==> src/rtl/mouse_pos_tracker.sv <==
// mouse_pos_tracker
//   Decodes the 3-byte PS/2 mouse movement packet stream and integrates the
//   signed X/Y deltas into absolute cursor coordinates, clamped to the screen.
//   Everything is in the pixel clock domain.
// Ports
//   clk       in   pixel clock, posedge
//   rst       in   synchronous active-high reset
//   rx_data   in   [7:0] received PS/2 byte
//   rx_valid  in   1-cycle strobe qualifying rx_data
//   xpos      out  [11:0] cursor X, 0..MAX_X-1
//   ypos      out  [11:0] cursor Y, 0..MAX_Y-1 (0 = top)
//   btn_left  out  left button from last committed packet
//   btn_right out  right button
//   btn_mid   out  middle button
//   pos_valid out  1-cycle pulse, position/buttons just updated
//   sync_err  out  1-cycle pulse, a byte was rejected as a header
module mouse_pos_tracker #(
  parameter int MAX_X       = 800,
  parameter int MAX_Y       = 600,
  parameter int INIT_X      = 400,
  parameter int INIT_Y      = 300,
  parameter int TIMEOUT_CYC = 65000
) (
  input  logic        clk,
  input  logic        rst,
  input  logic [7:0]  rx_data,
  input  logic        rx_valid,
  output logic [11:0] xpos,
  output logic [11:0] ypos,
  output logic        btn_left,
  output logic        btn_right,
  output logic        btn_mid,
  output logic        pos_valid,
  output logic        sync_err
);

  localparam int CW = $clog2(TIMEOUT_CYC + 1);

  typedef enum logic [1:0] {WAIT_B1, WAIT_B2, WAIT_B3} state_t;

  state_t          state;
  logic [2:0]      hdr_btn;    // {M,R,L}
  logic [3:0]      hdr_flg;    // {Yovf,Xovf,Ysign,Xsign}
  logic [7:0]      dx_lo;
  logic [CW-1:0]   cnt;

  logic signed [12:0] dx, dy, nx, ny;
  logic [11:0]        cx, cy;

  function automatic logic [11:0] clamp(input logic signed [12:0] v, input int maxv);
    logic signed [12:0] lim;
    lim = 13'(maxv - 1);
    if (v < 13'sd0)   return 12'd0;
    else if (v > lim) return lim[11:0];
    else              return v[11:0];
  endfunction

  // The Y byte is taken straight off rx_data so the packet commits on the
  // edge that samples the third byte, leaving the next cycle free for a
  // new header.
  always_comb begin
    dx = hdr_flg[2] ? 13'sd0 : {{4{hdr_flg[0]}}, hdr_flg[0], dx_lo};
    dy = hdr_flg[3] ? 13'sd0 : {{4{hdr_flg[1]}}, hdr_flg[1], rx_data};
    nx = $signed({1'b0, xpos}) + dx;
    ny = $signed({1'b0, ypos}) - dy;   // PS/2 +dY is up, screen Y grows down
    cx = clamp(nx, MAX_X);
    cy = clamp(ny, MAX_Y);
  end

  always_ff @(posedge clk) begin
    if (rst) begin
      state     <= WAIT_B1;
      hdr_btn   <= '0;
      hdr_flg   <= '0;
      dx_lo     <= '0;
      cnt       <= '0;
      xpos      <= 12'(INIT_X);
      ypos      <= 12'(INIT_Y);
      btn_left  <= 1'b0;
      btn_right <= 1'b0;
      btn_mid   <= 1'b0;
      pos_valid <= 1'b0;
      sync_err  <= 1'b0;
    end else begin
      pos_valid <= 1'b0;
      sync_err  <= 1'b0;
      if (rx_valid) begin
        cnt <= '0;
        unique case (state)
          WAIT_B1: begin
            if (rx_data[3]) begin
              hdr_btn <= rx_data[2:0];
              hdr_flg <= rx_data[7:4];
              state   <= WAIT_B2;
            end else begin
              sync_err <= 1'b1;
            end
          end
          WAIT_B2: begin
            dx_lo <= rx_data;
            state <= WAIT_B3;
          end
          WAIT_B3: begin
            xpos      <= cx;
            ypos      <= cy;
            btn_left  <= hdr_btn[0];
            btn_right <= hdr_btn[1];
            btn_mid   <= hdr_btn[2];
            pos_valid <= 1'b1;
            state     <= WAIT_B1;
          end
          default: state <= WAIT_B1;
        endcase
      end else if (state != WAIT_B1) begin
        // Idle mid-packet: drop the partial packet at terminal count.
        if (cnt == CW'(TIMEOUT_CYC - 1)) begin
          cnt   <= '0;
          state <= WAIT_B1;
        end else begin
          cnt <= cnt + 1'b1;
        end
      end else begin
        cnt <= '0;
      end
    end
  end

endmodule

==> config.mk <==
export PLATFORM = sky130hd
export DESIGN_NAME = mouse_pos_tracker
export DESIGN_NICKNAME = d
export VERILOG_FILES = /design/src/rtl/mouse_pos_tracker.sv
export SDC_FILE = /design/constraint.sdc
export NUM_CORES = 1
export LEC_CHECK = 0
export ABC_AREA = 1
export BUFFER_PORTS_ARGS = -buffer_cell sky130_fd_sc_hd__buf_2
export CORE_ASPECT_RATIO = 1.4
export CORE_UTILIZATION = 40
export CTS_CLUSTER_DIAMETER = 30
export CTS_CLUSTER_SIZE = 14
export DETAILED_ROUTE_END_ITERATION = 10
export GPL_TIMING_DRIVEN = 0
export SYNTH_ARGS = -nofsm -noshare
export SYNTH_HDL_FRONTEND = slang
export SYNTH_SLANG_ARGS = --single-unit
export TNS_END_PERCENT = 10
==> constraint.sdc <==
create_clock -name clk -period 2.9 [get_ports clk]
set_clock_uncertainty 0.05 [all_clocks]
set_input_delay 0.145 -clock clk [delete_from_list [all_inputs] [get_ports clk]]
set_output_delay 0.145 -clock clk [all_outputs]
set_load 0.01 [all_outputs]
; ---- Word level (Yosys, flattened, before mapping)
; Index checks and enable logic that the tools add are counted.
[word_totals]
ff_bits = 62
output_inout_bits = 29
elab_cells = 50
[op_classes]
add_sub_neg = 3
magnitude_cmp = 4
n_eq_ne = 4
n_mux = 13
bitwise = 3
reduce_logical = 11
[ops]
columns = cell, n
row1 = 12-bit 2-to-1 mux, 4
row2 = 13-bit by 11-bit > comparator with 1-bit output (second input constant), 2
row3 = 13-bit by 1-bit < comparator with 1-bit output (second input constant), 2
row4 = 13-bit 2-to-1 mux, 2
row5 = 16-bit by 1-bit adder with 16-bit output (second input constant), 1
row6 = 16-bit == test (second input constant), 1
row7 = 13-bit adder, 1
row8 = 13-bit subtractor, 1
row9 = 2-bit 2-to-1 mux, 4
row10 = 3-bit AND reduction, 2
row11 = 2-bit nonzero test, 3
row12 = 2-bit one-hot mux with 2 select lines, 1
row13 = 2-bit AND reduction, 2
row14 = 4-bit OR reduction, 1
row15 = 3-bit inequality test (second input constant), 1
row16 = 1-bit inverter, 3
row17 = 3-bit OR reduction, 1
row18 = 2-bit by 1-bit == test with 1-bit output (second input constant), 1
row19 = 2-bit == test (second input constant), 1
row20 = 2-bit zero test, 1
row21 = 1-bit 2-to-1 mux, 2
row22 = 2-bit OR reduction, 1

; ---- Depth between registers and ports, before layout
; Gate-level depths: netlist (run 1).
[depth]
word_depth = 5
depth_mapped = 19

; ---- Least setup slack after synthesis (run 1)
; OpenSTA, ideal clock, no wires.
[synth_path]
path_kind = register -> register
start = register hdr_flg[2]
end = register xpos[5]
setup_ns = 0.070
arrival_ns = 2.144
required_ns = 2.780
slack_ns = 0.637
path_stages_with_launch = 19
path_buffers = 1
cell_sequence = dfxtp_1 -> buf_6 -> nor2_1 -> ha_1 -> inv_1 -> fa_1 -> inv_1 -> nand3_1 -> nand3_1 -> nand2_1 -> nand2_1 -> nand3_1 -> nand3_1 -> nand2_1 -> inv_2 -> nand2_8 -> nor2_4 -> nand3_1 -> a21oi_1
[synth_via]
elab_chain_cells = 5
elab_cells_between_ends = 6
[synth_rtl]
columns = element, line
row1 = from (decl), 43  ; logic [3:0] hdr_flg;
row2 = from (signal assigned), 93  ; hdr_flg <= rx_data[7:4];
row3 = 13-bit 2-to-1 mux *, 62  ; dx = hdr_flg[2] ? 13'sd0 : {{4{hdr_flg[0]}}, hdr_flg[0], dx_lo};
row4 = 13-bit adder *, 64  ; nx = $signed({1'b0, xpos}) + dx;
row5 = 13-bit by 11-bit > comparator with 1-bit output, 54  ; else if (v > lim) return lim[11:0];
row6 = 12-bit 2-to-1 mux, 54
row7 = 12-bit 2-to-1 mux *, 53  ; if (v < 13'sd0) return 12'd0;
row8 = to (signal assigned), 77  ; xpos <= 12'(INIT_X);
row9 = to (decl), 28  ; output logic [11:0] xpos,
; Every way passes the cells marked *; elsewhere a longest branch is shown, timed or not.
; A chain may end at the register's enable or synchronous reset.

; ---- Worst setup path after layout (run 1)
[layout_path]
start = register hdr_flg[3]
end = register ypos[2]
[layout_via]
elab_chain_cells = 5
elab_cells_between_ends = 6
[layout_rtl]
columns = element, line
row1 = 13-bit 2-to-1 mux *, 63  ; dy = hdr_flg[3] ? 13'sd0 : {{4{hdr_flg[1]}}, hdr_flg[1], rx_data};
row2 = 13-bit subtractor *, 65  ; ny = $signed({1'b0, ypos}) - dy;
row3 = 13-bit by 11-bit > comparator with 1-bit output, 54
row4 = 12-bit 2-to-1 mux, 54
row5 = 12-bit 2-to-1 mux *, 53
row6 = to (signal assigned), 78  ; ypos <= 12'(INIT_Y);
row7 = to (signal assigned), 105  ; ypos <= cy;
row8 = to (decl), 29  ; output logic [11:0] ypos,
; Marks and branches as above.

==> metrics.yaml, run 1 <==
setup_path:
  timing.rr.start: "hdr_flg[3]"
  crit_arrival_ps: 2800
  cp-start-kind: "flop"
  path_class: "flop to flop"
  required_ps: 3060
  path_max_fanout: 9
  end_kind: "flop"
  crit_path_start: "hdr_flg[3]"
outcome:
  violations: "DRC"
  outcome: "finished, violations left"
clocking:
  clock_latency_ps: 320
  cts_tree: "done"
  cts_sinks: 62
  h-tree-depth: 3
  ctsLongestPathBuffers: 2
  numCtsBuffers: 9
  cts_root_buffer: "clkbuf_16"
  clkSlewWorstSetupHoldPaths_ps: 50
cells_and_area:
  antenna_cells: 0
  layout.nets: 648
  syn_to_final_growth_pct: 15.7
  final.fill_count: 956
  drive_gt1_share_pct: 14.7
power_and_ir_drop:
  p_int_w: 0.00163
  net-switching-power_w: 0.000632
  switching_share_pct: 27.9
  seq_power_share_pct: 39.3
  power.total_w: 0.00227
  power.density_nw_per_um2: 510
  vdd_ir_drop_max_mv: 0.299
  pwr-share-comb_pct: 17.7
  p_leak_nw: 2.07
  clockPowerShare_pct: 43.0
synthesis:
  avgSynthCellArea_um2: 6.81
  ys_seq_area_share_pct: 32.3
  ys_types: 44
  synthCells: 564
  synth_edf_count: 0
  synth_warnings: 0
  ys.flop_type: "dfxtp_1"
  postSynthNetCount: 599
  netlist_area_um2: 3840
  synthArstFlopShare_pct: 0
  ys_ff_latch: 62
global_routing:
  antenna_found_initial: 0
  grt-ovfl-total: 0
  grt_pass1_vias: 3444
  grt.total_usage_pct: 20.1
  grt_pass1_wl_um: 15800
  grt_start_max_net_pins: 11
sta:
  finalSetupViolations: 0
  slew_viol_final: 0
  worstMarginPinSlew_ps: 661
  rsz0062_at_grt: "false"
  final-hold-violation-count: 0
  relSlewSlack_pct: 55.8
  finalCritPeriodShare_pct: 90.8
  fin_crit_ps: 2630
  tns_ps: 0
  max_freq_mhz: 380
detailed_routing:
  drtPass1Iterations: 10
  wl_um: 9370
  drc: 3
  via_per_inst: 5.01
  vias: 3629
  drt_iter0_drc: 188
  wl_per_cell_um: 12.9
  route.antenna.remaining_nets: 0
floorplanning:
  core_um2: 9180
  core.rowCount: 41
  die-area_um2: 10000
  die_w_um: 84.8
  die_h_um: 118
  start_util_pct: 41.8
  io-pin-count: 40
job:
  maxCapViolations: 0
placement:
  globalplace.congestion: 0.807
  hpwl_um: 7390
  portBuffers: 38
hold_path:
  hp-class: "input pin to flop"
  min_from: "rst"
[cell families (layout without fill, tap and decap cells)]
logic type / after synthesis / count (layout) / share of synthesized area (%)
flops: 62 / 62 / 32.3
simple gates: 286 / 286 / 34.0
compound gates: 92 / 92 / 12.7
buf+inv: 86 / 139 / 9.61
xor+xnor: 14 / 14 / 3.19
fa+ha+maj: 24 / 24 / 8.21
[synthesized netlist by cell type (all sizes together), types with 5 or more instances]
library cell  number  area share (%)
nor2              62             6.8
nand4             10             1.8
nor3               6             1.1
nand2            160              17
ha                22             7.2
nand3b             5             1.1
xnor2              5             1.1
a21oi             50             6.6
nand3             39             5.2
clkbuf             8             1.6
inv               74             7.4
o21ai             33             4.3
dfxtp             62              32
xor2               9             2.1
[critical path: stages, from the launching register on]
cell and delay, ps:
dfxtp_1 360, clkinvlp_4 190, nand2_1 120, inv_1 60, fa_1 430, inv_1 90
nand3_1 80, nand2_1 100, nand2_1 60, nand2_1 130, xnor2_1 160, nand3_1 100
nand2_1 220, nand2_1 100, o21ai_0 200, nand2_1 70
[final cells by class]
class                      instances  area [um^2]  share of cell area (%)
inverter                          76          297                    6.68
clock buffer                      14          264                    5.94
buffer                            10         76.3                    1.72
multi-input combinational        416         2230                    50.3
sequential                        62         1240                    27.9
tap                              107          134                    3.01
timing repair buffer              38          190                    4.28
clock inverter                     1         5.00                   0.113
[layout by cell type (no fill, tap or decap), drive strengths merged, types with 5 or more instances in the layout]
cell type	synthesis	layout
buf	2	40
xor2	9	9
xnor2	5	5
nand4	10	10
a21oi	50	50
nand2	160	160
nor3	6	6
o21ai	33	33
nand3	39	39
inv	74	74
ha	22	22
clkbuf	8	22
nand3b	5	5
dfxtp	62	62
nor2	62	62
[flip-flops by register name, indices dropped and copies added (netlist names)]
| register | cells |
|---|---|
| hdr_btn | 3 |
| pos_valid | 1 |
| btn_right | 1 |
| dx_lo | 8 |
| xpos | 12 |
| state | 2 |
| cnt | 16 |
| ypos | 12 |
| btn_mid | 1 |
| btn_left | 1 |
| sync_err | 1 |
| hdr_flg | 4 |
[path summary, 6_finish.rpt]
| path | to | slack (ps) | depth (start not counted) |
|---|---|---|---|
| hold reg to reg | cnt[0] | 390 | 1 |
| hold / removal | sync_err | 30 | 2 |
| setup reg to reg | ypos[2] | 270 | 15 |
| setup / recovery | ypos[2] | 270 | 15 |
[metal layers]
layer / part of all wire (%) / up-vias / global-route usage (%)
met5: 0 / - / 0
met4: 1.9 / 0 / 9.22
met3: 2.7 / 12 / 2.81
met2: 51 / 56 / 35.9
met1: 44 / 1642 / 23.3
li1: - / 1919 / -
[metrics by stage]
stage	utilization (%)	setup WS (ps)	hold WS, ps	cell area, um^2	cells
floorplan	-	637	173	3840	564
global placement	45.3	55.8	358	4160	709
detailed placement	45.3	-0.766	360	4160	709
CTS	48.3	149	13.8	4440	724
global route	48.4	4.40	34.2	4440	724
finish	48.4	266	26.1	4440	724
[power by group through the flow]
stage	Sequential [W]	Clock [W]	Combinational (W)
floorplan	0.000908	0	0.000302
global placement	0.000907	0	0.000395
detailed placement	0.000907	0	0.000399
CTS	0.000890	0.000994	0.000404
global route	0.000892	0.00103	0.000453
finish	0.000891	0.000974	0.000401
[timing repair]
| item | in CTS | in global routing |
|---|---|---|
| hold endpoints to repair | 0 | 0 |
| hold buffers | 0 | 0 |
| endpoints found under the setup margin | 1 | 3 |
| buffers inserted | 0 | 0 |
| resized for setup | 1 | 2 |
No activity file was read; power rests on OpenSTA's default activity.
==> inputs of run 2 (changes only) <==
Settings changed: CORE_UTILIZATION 40 to 35, REMOVE_ABC_BUFFERS set to 1.
==> run 2 against run 1 <==
Against the previous run: the flow now finishes without violations; critical path depth rose by 2; sequential share of layout area rose by 0.060 points; maximum frequency rose by 1.6%; flip-flop and latch count did not move.
==> metrics.yaml, run 2 (synthesis gave the netlist of run 1 again) <==
outcome:
  outcome: "finished, final reports clean"
floorplanning:
  core_um2: 10500  # +15%
  start_util_pct: 36.5  # -5.3 points
  core.rowCount: 44  # +7.3%
  die_w_um: 90.5  # +6.7%
  die-area_um2: 11400  # +14%
  die_h_um: 126  # +6.8%
  io-pin-count: 40  # unchanged
sta:
  finalCritPeriodShare_pct: 89.4  # -1.4 points
  fin_crit_ps: 2590  # -40.7 ps
  finalSetupViolations: 0  # unchanged
  relSlewSlack_pct: 56.5  # +0.71 points
  slew_viol_final: 0  # unchanged
  fin_hold_ws_ps: 47.5  # +21.4 ps
  max_freq_mhz: 386  # +1.6%
  final-hold-violation-count: 0  # unchanged
  tns_ps: 0  # unchanged
  rsz0062_at_grt: "false"
  worstMarginPinSlew_ps: 650  # -10.6 ps
clocking:
  cts_tree: "done"
  cts-resized-gates: 0  # -1
  cts_sinks: 62  # unchanged
  clkSlewWorstSetupHoldPaths_ps: 60  # about the same
  numCtsBuffers: 9  # unchanged
  clock_latency_ps: 330  # about the same
  ctsLongestPathBuffers: 2  # unchanged
  h-tree-depth: 3  # unchanged
  cts_root_buffer: "clkbuf_16"
  ctsHoldBuffers: 0  # unchanged
  post_cts_buffers: 0  # unchanged
detailed_routing:
  vias: 3640  # +0.30%
  route.antenna.remaining_nets: 0  # unchanged
  drtPass1Iterations: 5  # -5
  via_per_inst: 4.87  # -2.8%
  drc: 0  # -3
  drt_iter0_drc: 123  # -35%
  wl_um: 9350  # -0.26%
  wl_per_cell_um: 12.5  # -3.3%
global_routing:
  met1_usage_pct: 18.8  # -4.4 points
  grt-ovfl-total: 0  # unchanged
  grt.total_usage_pct: 17.3  # -2.8 points
  gr-usage-met2_pct: 31.7  # -4.2 points
  antenna_found_initial: 0  # unchanged
  grt_pass1_wl_um: 15800  # about the same
  grt-busiest-layer: "met2"
  grt_pass1_vias: 3464  # +0.58%
  grt_use_met3_pct: 3.99  # +1.2 points
  grt_start_max_net_pins: 28  # +17
placement:
  place_inst: 731  # +3.1%
  globalplace.congestion: 0.872  # +8.1%
  portBuffers: 39  # +2.6%
  hpwl_um: 7270  # -1.7%
setup_path:
  path_max_fanout: 9  # unchanged
  worst-r2r-cell-count: 17  # +2
  cp-start-kind: "flop"
  required_ps: 3100  # +40 ps
  end_kind: "flop"
  crit_arrival_ps: 2800  # about the same
  path_class: "flop to flop"
cells_and_area:
  fin_cells: 747  # +3.2%
  layout_commonest_cell: "nand2_1"
  largest_register_ffs: 16  # unchanged
  final.fill_count: 1103  # +15%
  drive_gt1_share_pct: 15.1  # +0.36 points
  syn_to_final_growth_pct: 15.5
  antenna_cells: 0  # unchanged
  final_cell_mix: "nand2_1 (147), inv_1 (68), dfxtp_1 (61)"
  final_core_util_pct: 42.2  # -6.2 points
  layout.nets: 639  # -1.4%
  top_regs: "cnt x16, xpos x12, ypos x12"
  top_register: "cnt"
power_and_ir_drop:
  power.total_w: 0.00229  # +1.1%
  power.density_nw_per_um2: 516  # +1.2%
  vdd_ir_drop_max_mv: 0.245  # -18%
  p_leak_nw: 2.04  # -1.4%
hold_path:
  whs_path_depth: 2  # unchanged
  hp-class: "input pin to flop"
job:
  maxCapViolations: 0  # unchanged
==> run 2: layer usage <==
layer / vias up / share of wire, %
li1: 1902 / -
met4: 0 / 2.4
met2: 59 / 53
met3: 19 / 3.6
met5: - / 0
met1: 1660 / 41
==> run 2: stage by stage <==
step / worst slack, ps / instance area, um^2
after floorplan: 625 / 3760
after global routing: 2.55 / 4440
after CTS: 63.3 / 4420
final: 306 / 4440
after global placement: 92.7 / 4130
after detailed placement: 59.7 / 4130
==> run 2: report_power, final <==
group,switching [W],internal (W),total (W)
logic,0.000258,0.000134,0.000392
registers,0.0000179,0.000874,0.000892
clock network,0.000404,0.000603,0.00101
==> run 2: final cells by class <==
type | count | area (um^2) | share of cell area (%)
Multi-Input combinational cell | 416 | 2250 | 50.7
Sequential cell | 62 | 1240 | 28.0
Inverter | 76 | 293 | 6.60
Clock buffer | 10 | 239 | 5.39
Timing Repair Buffer | 39 | 195 | 4.40
Tap cell | 138 | 173 | 3.89
Clock inverter | 6 | 45.0 | 1.02
==> run 2: final timing paths <==
kind                                 start       end  slack [ps]
worst max-delay path            hdr_flg[2]   xpos[6]         310
worst min register to register    dx_lo[1]  dx_lo[1]         400
worst max register to register  hdr_flg[2]   xpos[6]         310
worst min-delay path            rx_data[3]  sync_err          50
==> run 2: critical path, cell delays in order, from the launching register on <==
cell and delay, ps:
dfxtp_2 380, nor2_1 160, ha_2 220, inv_1 60, fa_1 400, inv_1 100
nand3_1 80, nand3_2 100, nand2_1 80, nand2_1 100, nand3_1 90, nand3_1 80
nand2_1 90, inv_2 120, nand2_8 70, nor2_4 140, nand3_1 70, a21oi_1 140
==> inputs of run 3 (changes only) <==
Settings changed: MAX_ROUTING_LAYER set to met4.
==> run 3 against run 2 <==
Against the previous run: critical path depth shrank 5; critical path type unchanged; register-to-register slack is essentially flat; largest power group unchanged; total power grew 4.0%; flip-flop and latch count is the same; final cell count is the same; largest cell class unchanged; design area grew 0.42%; count of clock-buffer cells in the layout shrank 1; global-route usage grew 0.30 points; via count shrank 2.6%; die area is the same.
==> metrics.yaml, run 3 (synthesis gave the netlist of run 1 again) <==
global_routing:
  grt_start_max_net_pins: 28  # unchanged
  grt_pass1_vias: 3441  # -0.66%
  antenna_found_initial: 0  # unchanged
  grt-ovfl-total: 0  # unchanged
  grt.total_usage_pct: 17.6  # +0.30 points
  grt_pass1_wl_um: 15700  # -0.79%
detailed_routing:
  drtPass1Iterations: 6  # +1
  route.antenna.remaining_nets: 0  # unchanged
  wl_um: 9080  # -2.9%
  drt_iter0_drc: 129  # +4.9%
  via_per_inst: 4.75  # -2.6%
  vias: 3546  # -2.6%
  wl_per_cell_um: 12.2  # -2.9%
  drc: 0  # unchanged
sta:
  max_freq_mhz: 387  # +0.38%
  tns_ps: 0  # unchanged
  finalCritPeriodShare_pct: 89.1  # -0.34 points
  relSlewSlack_pct: 56.9  # +0.33 points
  final-hold-violation-count: 0  # unchanged
  finalSetupViolations: 0  # unchanged
  worstMarginPinSlew_ps: 645  # -4.97 ps
  rsz0062_at_grt: "true"
  slew_viol_final: 0  # unchanged
  fin_crit_ps: 2580  # -9.73 ps
cells_and_area:
  top_register: "cnt"
  antenna_cells: 0  # unchanged
  top_regs: "cnt x16, xpos x12, ypos x12"
  layout.nets: 639  # unchanged
  final_cell_mix: "nand2_1 (146), inv_1 (68), dfxtp_1 (61)"
  stdcell_area_um2: 4460  # +0.42%
  drive_gt1_share_pct: 14.9  # -0.16 points
  syn_to_final_growth_pct: 16.0
  largest_register_ffs: 16  # unchanged
  final_core_util_pct: 42.4  # +0.18 points
  layout_commonest_cell: "nand2_1"
floorplanning:
  die_h_um: 126  # unchanged
  core.rowCount: 44  # unchanged
  die_w_um: 90.5  # unchanged
  io-pin-count: 40  # unchanged
  core_um2: 10500  # unchanged
  die-area_um2: 11400  # unchanged
  start_util_pct: 36.5  # unchanged
placement:
  globalplace.congestion: 0.863  # -1.0%
  portBuffers: 39  # unchanged
  hpwl_um: 7060  # -2.8%
  placedInstanceArea_um2: 4130  # unchanged
setup_path:
  cp_top_family: "simple AND/OR/NAND/NOR gates"
  reg2reg_slack_ps: 320  # about the same
  crit_arrival_ps: 2730  # -70 ps
  cpMostUsedCell: "a21oi_1"
  cp_num_buf_inv: 2  # -1
  path_cells: "clkinv_1 -> nand2_1 -> ha_1 -> a21oi_1 -> nor2_1 -> nor3_1 -> nand3_1 -> xor2_1 -> nor2_4 -> inv_1 -> o21ai_0 -> a21oi_1"
  end_kind: "flop"
  max_stage_delay_ps: 350  # -50 ps
  cp-start-kind: "flop"
  required_ps: 3040  # -60 ps
  critPathSlowestCell: "dfxtp_1"
  path_max_fanout: 9  # unchanged
  path_class: "flop to flop"
job:
  maxCapViolations: 0  # unchanged
clocking:
  cts_tree: "done"
  clkSlewWorstSetupHoldPaths_ps: 50  # about the same
  ctsLongestPathBuffers: 2  # unchanged
  h-tree-depth: 3  # unchanged
  cts_root_buffer: "clkbuf_16"
  cts_sinks: 62  # unchanged
  clock_latency_ps: 330  # about the same
  numCtsBuffers: 9  # unchanged
power_and_ir_drop:
  vdd_ir_drop_max_mv: 0.374  # +52%
  p_leak_nw: 2.06  # +0.77%
  power.density_nw_per_um2: 535  # +3.5%
outcome:
  outcome: "finished, final reports clean"
hold_path:
  hp-class: "input pin to flop"
==> run 3: changes by cell type in the layout (fill, tap and decap cells not counted), sizes merged <==
cell      before  now
bufinv         0    1
clkbuf        10    9
clkinv         4    6
clkinvlp       3    0
inv           75   76
==> run 3: repair_timing <==
action                     4_1_cts  5_1_grt
setup endpoints to repair        0       14
resized for setup                0        5
buffers inserted                 0        0
hold buffers                     0        0
==> run 3: worst reg2reg max path, stage by stage, from the launching register on <==
cell and delay (ps):
dfxtp_1 350, clkinv_1 220, nand2_1 250, ha_1 330
a21oi_1 200, nor2_1 60, nor3_1 180, nand3_1 110
xor2_1 180, nor2_4 210, inv_1 60, o21ai_0 160
a21oi_1 80
==> run 3: worst paths after layout <==
check / start / to / cells past startpoint
worst max register to register: hdr_flg[3] / ypos[9] / 12
worst min-delay path: rx_data[3] / sync_err / 2
worst min register to register: dx_lo[1] / dx_lo[1] / 2
worst max-delay path: hdr_flg[3] / ypos[9] / 12
==> run 3: final cells by class <==
cell class,instances,area [um^2]
clock inverter,7,82.6
multi-input combinational,416,2240
inverter,76,293
clock buffer,9,225
sequential,62,1240
timing repair buffer,39,195
fill,1112,6060
tap,138,173
==> run 3: where the power goes <==
| group | switching [W] | internal (W) | total [W] | leakage [nW] |
|---|---|---|---|---|
| logic | 0.000259 | 0.000134 | 0.000394 | 1.40 |
| registers | 0.0000181 | 0.000874 | 0.000892 | 0.503 |
| clock network | 0.000420 | 0.000676 | 0.00110 | 0.151 |
==> run 3: layer usage <==
metal  part of all wire, %  GRT usage, %  vias to the layer above
met5                     0             -                        -
met4                   1.6          5.98                        0
met3                   2.5          3.50                       14
met2                    52          31.5                       39
met1                    44          19.2                     1586
li1                      -             -                     1907
==> run 3: metrics by stage <==
step | total power, W | std cells | hold slack, ps | setup slack (ps)
6_report | 0.00238 | 747 | 13.7 | 316
5_1_grt | 0.00251 | 747 | 13.4 | -1.31
4_1_cts | 0.00240 | 747 | 8.68 | 57.5
3_5_place_dp | 0.00129 | 731 | 360 | 82.0
3_3_place_gp | 0.00129 | 731 | 365 | 125
2_1_floorplan | 0.00120 | 554 | 164 | 625
